$ cat src/rtl/text_msg_typewriter.sv
// Message text source for the character overlay: maps a {row, col} cell to an ASCII code,
// revealing one of four fixed messages a character at a time and optionally blinking it.
module text_msg_typewriter #(
    parameter int COL_BITS      = 4,
    parameter int ROW_BITS      = 4,
    parameter int CODE_W        = 8,
    parameter int MSG_ROW       = 0,
    parameter int REVEAL_FRAMES = 2,
    parameter int BLINK_FRAMES  = 30
) (
    input  logic                         i_clk,
    input  logic                         i_rst,
    input  logic [ROW_BITS+COL_BITS-1:0] i_char_yx,
    input  logic [1:0]                   i_msg_sel,
    input  logic                         i_start,
    input  logic                         i_clear,
    input  logic                         i_frame_tick,
    input  logic                         i_blink_en,
    output logic [CODE_W-1:0]            o_char_code,
    output logic                         o_done
);
    localparam int YX_W = ROW_BITS + COL_BITS;
    localparam int FMAX = (REVEAL_FRAMES > BLINK_FRAMES) ? REVEAL_FRAMES : BLINK_FRAMES;
    localparam int FW   = (FMAX > 1) ? $clog2(FMAX) : 1;

    typedef enum logic [1:0] {IDLE, REVEAL, SHOW} state_t;

    function automatic logic [3:0] msg_len(input logic [1:0] m);
        case (m)
            2'd0:    return 4'd7;
            2'd1:    return 4'd9;
            2'd2:    return 4'd6;
            default: return 4'd11;
        endcase
    endfunction

    // Messages are left-aligned and zero-padded to 11 bytes; byte 0 is column 0.
    function automatic logic [7:0] rom_char(input logic [1:0] m, input int c);
        logic [0:10][7:0] s;
        logic [3:0]       ci;
        case (m)
            2'd0:    s = {"YOU WIN", 32'h0};
            2'd1:    s = {"GAME OVER", 16'h0};
            2'd2:    s = {"PAUSED", 40'h0};
            default: s = "PRESS START";
        endcase
        if (c < 11) begin
            ci = 4'(c);
            return s[ci];
        end
        return 8'h00;
    endfunction

    state_t          r_state, w_state_n;
    logic [1:0]      r_msg, w_msg_n;
    logic [3:0]      r_reveal_cnt, w_reveal_n;
    logic [FW-1:0]   r_frame_cnt, w_frame_n;
    logic            r_blink, w_blink_n;
    logic [CODE_W-1:0] r_char_code;
    logic            r_done;

    logic [ROW_BITS-1:0] w_row;
    logic [COL_BITS-1:0] w_col;
    logic                w_visible;

    assign w_row = i_char_yx[YX_W-1:COL_BITS];
    assign w_col = i_char_yx[COL_BITS-1:0];
    assign w_visible = (int'(w_row) == MSG_ROW) && (int'(w_col) < int'(r_reveal_cnt)) &&
                       !r_blink && (r_state != IDLE);

    always_comb begin
        w_state_n  = r_state;
        w_msg_n    = r_msg;
        w_reveal_n = r_reveal_cnt;
        w_frame_n  = r_frame_cnt;
        w_blink_n  = r_blink;
        if (i_clear) begin
            w_state_n  = IDLE;
            w_reveal_n = 4'd0;
            w_blink_n  = 1'b0;
        end else if (i_start) begin
            w_state_n  = REVEAL;
            w_msg_n    = i_msg_sel;
            w_reveal_n = 4'd0;
            w_frame_n  = '0;
            w_blink_n  = 1'b0;
        end else begin
            case (r_state)
                REVEAL: if (i_frame_tick) begin
                    if (r_frame_cnt == FW'(REVEAL_FRAMES - 1)) begin
                        w_frame_n  = '0;
                        w_reveal_n = r_reveal_cnt + 4'd1;
                        if (r_reveal_cnt + 4'd1 == msg_len(r_msg)) w_state_n = SHOW;
                    end else begin
                        w_frame_n = r_frame_cnt + FW'(1);
                    end
                end
                SHOW: if (!i_blink_en) begin
                    w_frame_n = '0;
                    w_blink_n = 1'b0;
                end else if (i_frame_tick) begin
                    if (r_frame_cnt == FW'(BLINK_FRAMES - 1)) begin
                        w_frame_n = '0;
                        w_blink_n = !r_blink;
                    end else begin
                        w_frame_n = r_frame_cnt + FW'(1);
                    end
                end
                default: ;
            endcase
        end
    end

    always_ff @(posedge i_clk or posedge i_rst) begin
        if (i_rst) begin
            r_state      <= IDLE;
            r_msg        <= 2'd0;
            r_reveal_cnt <= 4'd0;
            r_frame_cnt  <= '0;
            r_blink      <= 1'b0;
            r_char_code  <= '0;
            r_done       <= 1'b0;
        end else begin
            r_state      <= w_state_n;
            r_msg        <= w_msg_n;
            r_reveal_cnt <= w_reveal_n;
            r_frame_cnt  <= w_frame_n;
            r_blink      <= w_blink_n;
            // Output uses pre-edge state/counters, so it lags the address by one clock.
            r_char_code  <= w_visible ? CODE_W'(rom_char(r_msg, int'(w_col))) : '0;
            r_done       <= (w_state_n == SHOW);
        end
    end

    assign o_char_code = r_char_code;
    assign o_done      = r_done;
endmodule
$ cat config.mk
export PLATFORM = sky130hd
export DESIGN_NAME = text_msg_typewriter
export DESIGN_NICKNAME = d
export VERILOG_FILES = /design/src/rtl/text_msg_typewriter.sv
export SDC_FILE = /design/constraint.sdc
export NUM_CORES = 1
export LEC_CHECK = 0
export CAP_MARGIN = 20
export CORE_MARGIN = 4
export CORE_UTILIZATION = 50
export DETAILED_ROUTE_END_ITERATION = 6
export GPL_ROUTABILITY_DRIVEN = 0
export PLACE_DENSITY_LB_ADDON = 0.05
export SLEW_MARGIN = 0
export SYNTH_ARGS = -nofsm -noshare
export SYNTH_HDL_FRONTEND = slang
export SYNTH_SLANG_ARGS = --single-unit
export TNS_END_PERCENT = 20
$ cat constraint.sdc
create_clock -name i_clk -period 4.2 [get_ports i_clk]
set_input_delay 0.84 -clock i_clk [delete_from_list [all_inputs] [get_ports i_clk]]
set_output_delay 0.84 -clock i_clk [all_outputs]
set_load 0.05 [all_outputs]
==> qor.csv <==
metric,value,unit
outcome,completed,
Slew @ Worst Pin,0.879,ns
"Seq/Total Area, Yosys",31.7,%
final worst-path cycle share,64.7,%
Final Setup Violations,0,
leakage power,0.000808,uW
Max Buffers Root-to-Sink,2,
die width,67.0,um
Via-to-Cell Ratio,5.89,
"Top FF cell, synth",dfrtp_1,
Tot GR Track Use,19.2,%
Max Cap Viol,0,
vias in the first global route,1487,
leading area contributor after synthesis,dfrtp_1,
HP Start,r_frame_cnt[0],
Ys Warns,0,
Crit. End Element,flip-flop,
Crit Path Class,primary input to flip-flop,
post-layout util,60.8,%
design area,2030,um^2
Routed Antenna Nets,0,
Setup TNS,0,ns
fin crit period,2.72,ns
initial antenna violation count,0,
clock slew at reported path FFs,0.13,ns
WP data arrival,2.96,ns
Rel. slew slack,41.3,%
initial DRC count,85,
synthesized area,1740,um^2
nets@finish,236,
Die Ht,67.0,um
WL final,3870,um
Worst Hold End,r_frame_cnt[0],
row count,21,
Syn Nets,219,
"setup slack, reg-to-reg",2.15,ns
CTS buffer count,3,
Cell Pwr Density,308,nW/um^2
"Setup Fix Bufs, Post-CTS",0,
Pins Over Slew Limit,0,
FMAX,0.368,GHz
largest cells by area after synthesis,"dfrtp_1, ha_1, o21ai_0, a211oi_1, nor2_1",
CTS sink count,22,
syn_area_per_cell,9.06,um^2
number of synthesized flops with an enable pin,0,
Post-synth ARST share,100,%
Port Buffers,23,
io pins,25,
share of the synthesized area in the top cell type,31.7,%
endpoints failing hold,0,
Overall Power,626,uW
core box area,3340,um^2
Root Buffer,clkbuf_4,
Clock Latency Late Sink,0.33,ns
clock skew,0.00110,ns
DRT Pass-1 Iters,4,
worst-path fanout max,25,
"Remaining Overflow, GRT",0,
DR vias,1497,
H-tree Lvls,1,
Seq cells post-synth,22,
CP Launch Type,primary input,
Critical R2R Capture,r_frame_cnt[4],
cell area after placement,1980,um^2
Initial Util,52.1,%
share of post-route cells with drive strength above 1,8.17,%
Hold Path Class,flip-flop to flip-flop,
fillcell total,301,
area grow syn2layout,16.7,%
CTS tree,done,
Syn Inst Count,192,
Diodes inserted,0,
Reg2Reg Launch Point,r_frame_cnt[0],
drt wl/cell,15.2,um
Final WS setup,1.48,ns
DRC Markers,0,
post-DP HPWL,2950,um
post-synthesis cell type count,57,
reg2reg path depth,5,
"Req. time, crit path",4.44,ns
first-pass GRT wire length,6620,um
PostCTS Resize Cnt,0,
largest net degree at the start of global routing,26,
Max VDD drop,0.221,mV
dpl ws,1.16,ns
Hold Buf Count CTS,0,
setup repair after global routing missed its margin,false,
Hold Path Cell Cnt,1,
total die area,4490,um^2
-- synthesized netlist by cell type, drive strengths merged (5+ instances only) --
cell	number
nor2b	7
o21ai	15
clkbuf	6
nor2	13
nor3	5
nand2	7
a211oi	7
a21oi	7
dfrtp	22
inv	13
ha	11
buf	5
-- layout by cell type (no fill, tap or decap), types with 2 or more instances in the layout --
master and n:
xor2_1 4, a31oi_1 3, clkbuf_4 3, a21oi_1 7, nand4b_1 3, nor2b_1 7
or3b_1 2, o311ai_1 2, clkdlybuf4s50_1 23, dfrtp_1 22, mux4_2 2, o211ai_1 3
or2_2 2, o21ai_1 2, nor3_1 5, mux2i_1 2, nand2_1 7, or3_1 2
o311ai_2 2, ha_1 11, nor4_1 2, and3_1 2, xnor2_1 4, nand2b_1 3
o21bai_1 2, inv_1 12, nor2_1 13, nand3b_1 2, nand4_1 3, a22o_1 2
a211oi_1 7, nand3_1 3, and2_1 3, o21ai_0 13
-- power by group --
part / internal [uW] / total (uW) / switching (uW)
Sequential: 234 / 275 / 40.2
Clock: 96.7 / 172 / 75.0
Combinational: 84.4 / 179 / 94.9
-- worst max-delay path by stage --
| stage | from | end | slack, ns | depth (start not counted) |
|---|---|---|---|---|
| detailed placement | i_char_yx[0] | o_char_code[6] | 1.16 | 4 |
| global route | i_char_yx[1] | o_char_code[2] | 1.25 | 5 |
| global placement | i_char_yx[0] | o_char_code[6] | 1.23 | 4 |
| CTS | i_char_yx[0] | o_char_code[6] | 1.51 | 4 |
| floorplan | i_start | r_frame_cnt[4] | 2.18 | 4 |
| finish | i_char_yx[1] | o_char_code[2] | 1.48 | 5 |
-- sequential cells by signal, indices dropped and copies added, names as in the netlist --
name and flops:
o_char_code 7, r_frame_cnt 5, r_reveal_cnt 4, r_msg 2, r_state 2, o_done 1
r_blink 1
-- metrics by stage --
step	hold slack [ns]	cells
after CTS	0.557	254
after floorplan	0.492	192
final	0.556	254
after detailed placement	0.538	250
after global placement	0.519	250
after global routing	0.589	254
-- metal layers --
| layer | routed length [um] | track usage [%] | up-vias |
|---|---|---|---|
| li1 | - | - | 739 |
| met2 | 1730 | 29.6 | 55 |
| met1 | 1790 | 26.2 | 696 |
| met3 | 296 | 3.37 | 7 |
| met4 | 55 | 7.85 | 0 |
| met5 | 0 | 0 | - |
-- final cells by class --
| class | instances | area [um^2] | area share [%] |
|---|---|---|---|
| Clock buffer | 3 | 22.5 | 1.11 |
| Tap cell | 46 | 57.6 | 2.84 |
| Multi-Input combinational cell | 146 | 1090 | 53.7 |
| Timing Repair Buffer | 23 | 230 | 11.3 |
| Inverter | 13 | 48.8 | 2.40 |
| Sequential cell | 22 | 551 | 27.1 |
| Clock inverter | 1 | 30.0 | 1.48 |
-- cell families (layout without fill, tap and decap cells) --
logic type	Yosys count	after routing	share of synthesized area (%)
other cells	1	1	0.216
simple gates	67	67	23.1
xor+xnor	9	9	5.32
fa+ha+maj	11	11	7.91
flops	22	22	31.7
mux	4	4	3.74
buf+inv	24	40	5.68
compound gates	54	54	22.4
-- critical path, cell delays in order --
cell and delay [ns]:
clkdlybuf4s50_1 0.97, ha_1 0.36, a211oi_1 0.19, o211ai_1 0.26, nor4_1 0.34
No activity file was read; power rests on OpenSTA's default activity.
